$ cat src/rtl/xy_pkg.sv
// xy_pkg: shared widths and reader FSM encoding for the X/Y coordinate M10K pair.
package xy_pkg;
    localparam int XY_ADDR_W = 8;
    localparam int XY_DATA_W = 32;
    typedef enum logic [2:0] {IDLE, READ, WAIT, OUT, FIN} xy_state_t;
endpackage

$ cat src/rtl/xy_point_reader.sv
// xy_point_reader: streams the stored X/Y point list out of the M10K pair as valid/ready points.
module xy_point_reader
    import xy_pkg::*;
#(
    parameter int ADDR_W = XY_ADDR_W,
    parameter int DATA_W = XY_DATA_W
) (
    input  logic              clk,
    input  logic              reset,
    input  logic              start,
    input  logic [7:0]        arr_size,
    output logic [ADDR_W-1:0] x_read_addr,
    output logic [ADDR_W-1:0] y_read_addr,
    input  logic [DATA_W-1:0] x_read_data,
    input  logic [DATA_W-1:0] y_read_data,
    output logic              pt_valid,
    input  logic              pt_ready,
    output logic [DATA_W-1:0] pt_x,
    output logic [DATA_W-1:0] pt_y,
    output logic [7:0]        pt_index,
    output logic              pt_last,
    output logic              busy,
    output logic              done
);
    xy_state_t         state_q;
    logic [7:0]        size_q, idx_q, pt_index_q;
    logic [DATA_W-1:0] pt_x_q, pt_y_q;
    logic              pt_valid_q, pt_last_q, busy_q, done_q;

    // idx_q is itself a register and only changes while the address is not being sampled
    assign x_read_addr = ADDR_W'(idx_q);
    assign y_read_addr = ADDR_W'(idx_q);
    assign pt_valid    = pt_valid_q;
    assign pt_x        = pt_x_q;
    assign pt_y        = pt_y_q;
    assign pt_index    = pt_index_q;
    assign pt_last     = pt_last_q;
    assign busy        = busy_q;
    assign done        = done_q;

    always_ff @(posedge clk or posedge reset) begin
        if (reset) begin
            state_q    <= IDLE;
            size_q     <= '0;
            idx_q      <= '0;
            pt_index_q <= '0;
            pt_x_q     <= '0;
            pt_y_q     <= '0;
            pt_valid_q <= 1'b0;
            pt_last_q  <= 1'b0;
            busy_q     <= 1'b0;
            done_q     <= 1'b0;
        end else begin
            done_q <= 1'b0;
            case (state_q)
                IDLE: if (start) begin
                    size_q  <= arr_size;
                    idx_q   <= '0;
                    busy_q  <= 1'b1;
                    state_q <= (arr_size == 8'd0) ? FIN : READ;
                end
                READ: state_q <= WAIT;
                WAIT: begin
                    pt_x_q     <= x_read_data;
                    pt_y_q     <= y_read_data;
                    pt_index_q <= idx_q;
                    pt_last_q  <= (idx_q == size_q - 8'd1);
                    pt_valid_q <= 1'b1;
                    state_q    <= OUT;
                end
                OUT: if (pt_ready) begin
                    pt_valid_q <= 1'b0;
                    if (pt_last_q) state_q <= FIN;
                    else begin
                        idx_q   <= idx_q + 8'd1;
                        state_q <= READ;
                    end
                end
                FIN: begin
                    done_q  <= 1'b1;
                    busy_q  <= 1'b0;
                    state_q <= IDLE;
                end
                default: state_q <= IDLE;
            endcase
        end
    end
endmodule

$ cat config.mk
export PLATFORM = sky130hd
export DESIGN_NAME = xy_point_reader
export DESIGN_NICKNAME = d
export VERILOG_FILES = /design/src/rtl/xy_pkg.sv /design/src/rtl/xy_point_reader.sv
export SDC_FILE = /design/constraint.sdc
export NUM_CORES = 1
export LEC_CHECK = 0
export BUFFER_PORTS_ARGS = -buffer_cell sky130_fd_sc_hd__buf_2
export CORE_MARGIN = 3
export CORE_UTILIZATION = 45
export DETAILED_ROUTE_END_ITERATION = 7
export PLACE_DENSITY_LB_ADDON = 0.2
export SETUP_SLACK_MARGIN = 0.02
export SKIP_LAST_GASP = 1
export SLEW_MARGIN = 10
export SYNTH_ARGS = -nofsm -noshare
export SYNTH_HDL_FRONTEND = slang
export SYNTH_SLANG_ARGS = --single-unit
$ cat constraint.sdc
create_clock -name clk -period 3.4 [get_ports clk]
set_input_delay 0 -clock clk [delete_from_list [all_inputs] [get_ports clk]]
set_output_delay 0 -clock clk [all_outputs]
set_load 0.005 [all_outputs]
==> results of run 1 <==
registers in the layout (all words and copies together) (netlist names):
register / flops
pt_valid: 1
pt_x: 32
x_read_addr: 8
pt_y: 32
pt_last: 1
state_q: 3
done: 1
busy: 1
pt_index: 8
size_q: 8
cells in the final DEF, fill, tap and decap left out, types with 2 or more instances in the layout:
cell type / count
nand2_1: 11
nor2b_1: 3
o21ai_0: 5
a21oi_1: 7
ha_1: 2
inv_1: 6
buf_4: 4
clkbuf_8: 9
a211o_1: 2
clkinvlp_4: 2
nor2_1: 8
a21o_1: 3
or4_1: 2
nor3_1: 7
xnor2_1: 8
dfrtp_1: 95
mux2_2: 79
nand4_1: 6
bufinv_16: 2
dlygate4sd3_1: 74
xor2_1: 6
or3_1: 2
buf_2: 167
how the worst min path moves through the flow:
stage / end / cells past startpoint / start / slack (ns)
finish: state_q[2] / 3 / start / 0.08
global placement: pt_y[19] / 2 / reset / 0.07
CTS: state_q[2] / 3 / start / 0.08
floorplan: state_q[0] / 1 / pt_ready / 0.09
detailed placement: pt_y[19] / 2 / reset / 0.07
global route: state_q[2] / 3 / start / 0.11
repair_timing:
action,4_1_cts,5_1_grt
hold endpoints to repair,105,0
endpoints found under the setup margin,0,0
buffers inserted,0,0
hold buffers,74,0
cell type report:
type | instances | area (um2)
Clock inverter | 5 | 83.8
Clock buffer | 10 | 128
Sequential cell | 95 | 2380
Tap cell | 105 | 131
Inverter | 7 | 27.5
Multi-Input combinational cell | 169 | 1470
Timing Repair Buffer | 245 | 1610
Fill cell | 638 | 2600
routing by layer:
layer	track usage [%]	routed length, um	vias up
li1	-	-	1488
met1	25.2	4100	1513
met2	34.6	5110	102
met3	5.28	633	13
met4	6.42	151	0
met5	0	0	-
logic make-up after synthesis:
kind of cell	share of synthesized area [%]
and+or+nand+nor	6.65
muxes	22.2
buffers and inverters	4.06
xor gates and xnor gates	3.06
DFF	59.3
AOI/OAI and AO/OA	4.06
adders and majority gates	0.625
power by group:
group	switching, mW	total [mW]	internal, mW
combinational	0.851	2.03	1.17
clock	0.386	0.798	0.412
sequential	0.397	2.06	1.67
total	1.63	4.89	3.25
tightest hold or removal path: stages:
cell     delay (ns)
buf_2          0.09
o22ai_1        0.10
nor3_1         0.18
==> metrics.md, run 1 <==
| Metric | Value |
|---|---|
| Status | `finished clean` |
| Hpwl dp | `6.54 mm` |
| Reg2Reg Depth | `4` |
| Die height | `about 100 um` |
| Ranking of synthesized cells by area | `dfrtp_1 (59%), mux2_2 (22%), buf_4 (2.6%)` |
| Wire length of the first global-routing pass | `between 15 and 20 mm` |
| Hold WS | `about 0.076 ns` |
| Largest net degree at the start of global routing | `41` |
| Global-route usage over all layers | `20.3%` |
| Cts repair resizes | `0` |
| Crit path kind | `flop to flop` |
| Clk Latency, worst-skew pair | `between 0.3 and 0.4 ns` |
| Max-Cap Viols | `0` |
| Fin. Hold Viols | `0` |
| WP depth | `4` |
| Crit path launch | `state_q[2]` |
| CP Buf/Inv Count | `1` |
| Reg2Reg Setup Slack | `roughly 1.0 ns` |
| FF-to-FF Start | `state_q[2]` |
| Vias | `3116` |
| DR WL/cell | `between 15 and 20 um` |
| Area of the mapped netlist | `4010 um2` |
| Rel. slew slack | `between 50% and 60%` |
| Post-synth EDFFs | `0` |
| Core Rows | `33` |
| Worst Path Required | `~3.6 ns` |
| CTS H-tree depth | `3` |
| Port bufs | `roughly 170` |
| Setup ws final | `between 1 and 1.5 ns` |
| Delay-heaviest family, CP | `simple AND/OR/NAND/NOR gates` |
| Sequential share of the synthesized area | `between 50% and 60%` |
| Clock sinks | `95` |
| Async set-reset flop share out of synthesis | `100%` |
| Top FF cell, synth | `dfrtp_1` |
| Antenna viol nets, final | `0` |
| Slew @ Worst Pin | `0.673 ns` |
| Place WS | `1.08 ns` |
| Vias in the first global route | `approximately 3300` |
| Worst path cell trace | `nor2b_1 > and2b_4 > buf_4 > mux2_2` |
| TritonRoute pass-1 iters | `4` |
| Placed cells | `~550` |
| CP max stage cell | `and2b_4` |
| Critical Path Start Type | `flop` |
| Remaining global-route overflow | `0` |
| Pleak | `2.79 nW` |
| CTS tree | `built` |
| Pwr/cell area | `between 800 and 900 nW/um2` |
| Avg Synthesized Cell Area | `13.7 um2` |
| # IOs | `168` |
| Utilization after layout | `just under 70%` |
| Worst Clk Skew | `between 0.007 and 0.008 ns` |
| Tcrit/Tclk final | `69.2%` |
| Layout cell share with drive strength beyond 1 | `about half` |
| Cell Area, Placed | `4870 um2` |
| Tot Pwr | `around 5 mW` |
| CORE AREA | `8420 um2` |
| Worst Setup EP | `pt_x[3]` |
| Worst EP arrival | `2.59 ns` |
| Worst VDD drop | `~0.43 mV` |
| Final-stage net count | `between 600 and 700` |
| Worst Setup End Kind | `flop` |
| Root buf cell | `clkbuf_8` |
| Die X | `100 um` |
| Synth cell count leaders | `dfrtp_1 (95), mux2_2 (79), buf_4 (14)` |
| Final Max Tran Viols | `0` |
| Fin area | `~5800 um2` |
| Max incr delay on CP | `between 0.6 and 0.7 ns` |
| Critical Path Fanout Max | `40` |
| GPL Wtd Cong | `around 0.8` |
| Vias per cell | `~4.9` |
| Initial DRC count | `slightly below 70` |
| Reg clk slew, reported paths | `0.09 ns` |
| Ys Warns | `0` |
| Hold Crit Class | `primary input to flop` |
| Initial antenna violation count | `0` |
| Area grow syn2layout | `45.3%` |
| Mapped Nets | `370` |
| Reg2reg end | `pt_x[3]` |
| Endpoints failing setup | `0` |
| FF+latch count, synth | `95` |
| Max Fclk | `425 MHz` |
| Syn Inst Count | `between 200 and 300` |
| Non-Filler Instances | `~640` |
| TritonCTS Buffers | `9` |
| Die area | `between 10000 and 15000 um2` |
| Final TNS setup | `0 ns` |
| Most common cell in the netlist | `dfrtp_1` |
| Routed WL | `around 10 mm` |
| Clock period minus worst slack | `approximately 2.4 ns` |
| Ant. Diodes | `0` |
| Area leader, netlist | `dfrtp_1` |
| Effective utilization at floorplan | `47.6%` |
| Post-synthesis cell type count | `39` |
| RSZ-0062 raised after global routing | `no` |
| Yosys top cell area share | `between 50% and 60%` |
| CTS max path bufs | `2` |
| Residual DRC count | `0` |
Note: power is estimated with default switching activity, not from simulation.
==> run 2, diff against run 1 <==
==> constraint.sdc (replaced) <==
create_clock -name clk -period 2.2 [get_ports clk]
set_input_delay 0 -clock clk [delete_from_list [all_inputs] [get_ports clk]]
set_output_delay 0 -clock clk [all_outputs]
set_load 0.005 [all_outputs]
==> metrics.md, run 2 (same netlist as run 1, synthesis figures left out) <==
| Metric | Value |
|---|---|
| Status | `finished clean` |
| Port bufs | `~170` |
| Vias | `about 3200` |
| # IOs | `roughly 170` |
| Worst VDD drop | `~0.67 mV` |
| Max Fclk | `roughly 520 MHz` |
| Non-Filler Instances | `roughly 640` |
| Fin. Hold Viols | `0` |
| RSZ-0062 raised after global routing | `no` |
| Most frequent cells in the layout | `buf_2 (167), dfrtp_1 (95), mux2_2 (79)` |
| WP depth | `7` |
| Final TNS setup | `0 ns` |
| Crit path launch | `size_q[0]` |
| Critical Path Start Type | `flop` |
| Clock sinks | `95` |
| Worst Setup End Kind | `flop` |
| Core Rows | `33` |
| Fillers | `647` |
| Reg2Reg Setup Slack | `0.28 ns` |
| Antenna viol nets, final | `0` |
| CTS max path bufs | `2` |
| Hpwl dp | `about 6.6 mm` |
| Vias per cell | `4.99` |
| Worst path cell trace | `inv_1 > ha_1 > o21bai_1 > a211o_1 > a21oi_1 > nor2_1 > o41ai_1` |
| TritonCTS Buffers | `9` |
| Rel. slew slack | `65.0%` |
| GPL Wtd Cong | `roughly 0.85` |
| CTS tree | `built` |
| Hold Crit Class | `primary input to flop` |
| TritonRoute pass-1 iters | `5` |
| Critical Path Fanout Max | `6` |
| Die X | `100 um` |
| Wire length of the first global-routing pass | `between 15 and 20 mm` |
| Pwr/cell area | `1270 nW/um2` |
| Commonest non-fill, non-tap cell in the layout | `buf_2` |
| Clk Latency, worst-skew pair | `between 0.3 and 0.4 ns` |
| Final Max Tran Viols | `0` |
| Slew @ Worst Pin | `between 0.5 and 0.6 ns` |
| Clock period minus worst slack | `about 1.9 ns` |
| Reg clk slew, reported paths | `0.09 ns` |
| Area grow syn2layout | `45.1%` |
| Setup ws final | `0.281 ns` |
| FF-to-FF Start | `size_q[0]` |
| Sw frac | `between 30% and 40%` |
| CTS H-tree depth | `3` |
| Initial antenna violation count | `0` |
| Internal power | `4.83 mW` |
| Clock share of power | `approximately 14%` |
| Delay-heaviest family, CP | `compound AO/OA/AOI/OAI gates` |
| DR WL/cell | `approximately 16 um` |
| Largest net degree at the start of global routing | `74` |
| Die area | `a little over 10000 um2` |
| Max-Cap Viols | `0` |
| Worst Clk Skew | `between 0.01 and 0.015 ns` |
| Effective utilization at floorplan | `between 40% and 50%` |
| Place WS | `about 0.27 ns` |
| Placed cells | `roughly 550` |
| Logic pwr share | `between 40% and 50%` |
| Pleak | `~2.8 nW` |
| Remaining global-route overflow | `0` |
| Reg2Reg Depth | `7` |
| Crit path kind | `flop to flop` |
| Worst EP arrival | `between 2 and 2.5 ns` |
| Max incr delay on CP | `between 0.4 and 0.5 ns` |
| Flop pwr share | `approximately 43%` |
| Vias in the first global route | `3471` |
| Worst Setup EP | `pt_last` |
| Final-stage net count | `about 600` |
| P_sw | `~2.6 mW` |
| Reg2reg end | `pt_last` |
| Routed WL | `10.2 mm` |
| Ant. Diodes | `0` |
| Layout cell share with drive strength beyond 1 | `about half` |
| Residual DRC count | `0` |
| Cts repair resizes | `0` |
| Worst Path Required | `~2.4 ns` |
| Initial DRC count | `roughly 130` |
| CP Buf/Inv Count | `1` |
| Endpoints failing setup | `0` |
| Tcrit/Tclk final | `between 80 and 90%` |
| CORE AREA | `around 8400 um2` |
| Global-route usage over all layers | `around a fifth` |
| Root buf cell | `clkbuf_8` |
| CP max stage cell | `dfrtp_1` |
| Die height | `approximately 100 um` |
-- run 2: cell types whose count changed in the layout (fill, tap and decap cells not counted) --
| cell | before | now |
|---|---|---|
| and2b_2 | 0 | 1 |
| and2b_4 | 1 | 0 |
| buf_12 | 0 | 1 |
| buf_4 | 4 | 5 |
| bufinv_16 | 2 | 0 |
| clkinv_2 | 1 | 2 |
| clkinvlp_4 | 2 | 3 |
| inv_8 | 0 | 1 |
-- run 2: worst min-delay path by stage --
stage / start / endpoint / slack [ns] / cells after the start
after detailed placement: reset / pt_y[11] / 0.07 / 2
after CTS: start / state_q[2] / 0.06 / 3
after floorplan: pt_ready / state_q[0] / 0.09 / 1
after global routing: start / state_q[2] / 0.10 / 3
after global placement: reset / pt_y[11] / 0.06 / 2
final: start / state_q[2] / 0.09 / 3
-- run 2: timing repair --
item	4_1_cts	5_1_grt
hold buffers	74	0
setup buffers	0	0
hold endpoints to repair	97	0
-- run 2: power groups by stage --
stage          Clock (mW)  Sequential, mW  Combinational, mW
2_1_floorplan           0            3.16               1.94
3_3_place_gp            0            3.17               3.00
3_5_place_dp            0            3.22               3.07
4_1_cts              1.07            3.19               3.18
5_1_grt              1.16            3.33               3.47
6_report             1.04            3.20               3.16
-- run 2: tightest hold or removal path, stage by stage --
cell and delay (ns):
buf_2 0.11, o22ai_1 0.11, nor3_1 0.17
-- run 2: final cells by class --
cell class	count	area [um2]	area share [%]
tap	105	131	2.26
clock inverter	6	45.0	0.775
inverter	7	30.0	0.517
multi-input combinational	169	1470	25.2
timing repair buffer	247	1630	28.1
sequential	95	2380	40.9
clock buffer	10	128	2.20
-- run 2: layer usage --
| layer | track usage [%] | share of wire (%) |
|---|---|---|
| met5 | 0 | 0 |
| met4 | 8.70 | 3.5 |
| met3 | 5.84 | 5.5 |
| met2 | 36.0 | 51 |
| met1 | 25.1 | 40 |
-- run 2: metrics by stage --
stage / hold slack, ns / area [um2] / utilization (%) / total power [mW]
floorplan: 0.0921 / 4010 / - / 5.11
global placement: 0.0641 / 4900 / 58.2 / 6.17
detailed placement: 0.0709 / 4900 / 58.2 / 6.29
CTS: 0.0625 / 5810 / 69.0 / 7.44
global route: 0.102 / 5810 / 69.0 / 7.96
finish: 0.0899 / 5810 / 69.0 / 7.39
==> run 3, diff against run 2 <==
--- a/config.mk
+++ b/config.mk
@@ -9,6 +9,7 @@
 export CORE_MARGIN = 3
 export CORE_UTILIZATION = 45
 export DETAILED_ROUTE_END_ITERATION = 7
+export GPL_TIMING_DRIVEN = 0
 export PLACE_DENSITY_LB_ADDON = 0.2
 export SETUP_SLACK_MARGIN = 0.02
 export SKIP_LAST_GASP = 1
==> metrics.md, run 3 (same netlist as run 1, synthesis figures left out) <==
| Metric | Value |
|---|---|
| Area grow syn2layout | `48.9%` |
| Pleak | `a little under 3 nW` |
| Clock period minus worst slack | `1.95 ns` |
| Initial antenna violation count | `0` |
| Initial DRC count | `between 60 and 70` |
| Postcts setup bufs | `0` |
| Hold Crit Class | `primary input to flop` |
| Die area | `~10000 um2` |
| Final TNS setup | `0 ns` |
| Remaining global-route overflow | `0` |
| RSZ-0062 raised after global routing | `no` |
| Worst Setup End Kind | `flop` |
| Vias | `around 3200` |
| Clk Latency, worst-skew pair | `between 0.3 and 0.4 ns` |
| Setup ws final | `0.247 ns` |
| Tot Pwr | `about 7.7 mW` |
| Global-route usage over all layers | `between 20% and 30%` |
| Slew @ Worst Pin | `~0.71 ns` |
| Core Rows | `33` |
| Worst VDD drop | `0.629 mV` |
| Place WS | `slightly above 0.2 ns` |
| Vias in the first global route | `between 3000 and 4000` |
| TritonCTS Buffers | `9` |
| TritonRoute pass-1 iters | `4` |
| Hold WS | `about 0.092 ns` |
| Max-Cap Viols | `0` |
| Status | `finished clean` |
| Endpoints failing setup | `0` |
| Fin. Hold Viols | `0` |
| CORE AREA | `8420 um2` |
| CTS max path bufs | `2` |
| Pwr/cell area | `1290 nW/um2` |
| Max Fclk | `about 510 MHz` |
| Reg2Reg Setup Slack | `0.25 ns` |
| Vias per cell | `a little under 5` |
| Effective utilization at floorplan | `a little under half` |
| Critical Path Start Type | `flop` |
| Port bufs | `roughly 170` |
| Commonest non-fill, non-tap cell in the layout | `buf_2` |
| Final-stage net count | `around 620` |
| Fillers | `between 600 and 700` |
| Residual DRC count | `0` |
| Worst Clk Skew | `between 0.008 and 0.009 ns` |
| Most frequent cells in the layout | `buf_2 (171), dfrtp_1 (95), mux2_2 (79)` |
| Largest net degree at the start of global routing | `34` |
| Die X | `~100 um` |
| Crit path kind | `flop to flop` |
| Routed WL | `approximately 10 mm` |
| Clock sinks | `between 90 and 100` |
| Hpwl dp | `about 6.9 mm` |
| Critical Path Fanout Max | `6` |
| CTS H-tree depth | `3` |
| CTS tree | `built` |
| Die height | `100 um` |
| Final Max Tran Viols | `0` |
| # IOs | `168` |
| Layout cell share with drive strength beyond 1 | `between 50 and 60%` |
| Root buf cell | `clkbuf_8` |
| Ant. Diodes | `0` |
| Reg clk slew, reported paths | `~0.10 ns` |
| Rel. slew slack | `52.7%` |
| Antenna viol nets, final | `0` |
| Wire length of the first global-routing pass | `about 17 mm` |
| Worst Path Required | `approximately 2.4 ns` |
| GPL Wtd Cong | `0.805` |
| Worst EP arrival | `2.19 ns` |
| DR WL/cell | `15.9 um` |
| Tcrit/Tclk final | `88.8%` |
## run 3: cell types whose count changed in the layout (fill, tap and decap cells not counted), sizes merged
cell / change
clkinv: -3
inv: +1
bufinv: +1
clkbuf: +3
buf: +15
## run 3: final cells by class
type	instances	area [um2]	area share, %
plain buffers	21	136	2.29
clock buffers	11	141	2.37
well taps	105	131	2.20
repair buffers	243	1620	27.1
clock inverters	5	65.1	1.09
multi-input cells	169	1470	24.6
flip-flops and latches	95	2380	39.8
inverters	7	30.0	0.503
## run 3: stage by stage
step	utilization, %	cell area (um2)	cells
after detailed placement	59.6	5020	566
after global placement	59.1	4980	564
after CTS	70.8	5960	656
after floorplan	-	4010	292
after global routing	70.8	5970	656
final	70.8	5970	656
## run 3: path summary, 6_finish.rpt
kind,from,to,cells after the start
setup reg to reg,size_q[0],pt_last,7
setup / recovery,size_q[0],pt_last,7
min in group asynchronous,reset,pt_y[10],3
hold reg to reg,busy,busy,1
max in group asynchronous,reset,pt_x[19],4
hold / removal,start,state_q[2],3
## run 3: routing by layer
layer	track usage [%]	share of wire, %	vias to the layer above
met4	8.19	2.4	0
met2	37.5	51	114
met1	24.3	40	1562
met5	0	0	-
met3	5.91	6.3	22
li1	-	-	1531
## run 3: repair_timing
item,in CTS,in global routing
hold buffers,74,0
hold endpoints to repair,104,0
setup endpoints to repair,0,48
resized for setup,0,1
## run 3: worst max-delay path, stage by stage, from the launching register on
cell and delay, ns:
dfrtp_1 0.44, inv_1 0.08, ha_1 0.29, o21bai_1 0.19, a211o_1 0.29, a21oi_1 0.12, nor2_1 0.06, o41ai_1 0.36
## run 3: report_power, final
group	switching, mW	leakage (nW)	internal (mW)	total, mW
clock	0.628	0.0981	0.570	1.20
combinational	1.39	1.64	1.95	3.34
sequential	0.562	1.15	2.58	3.14
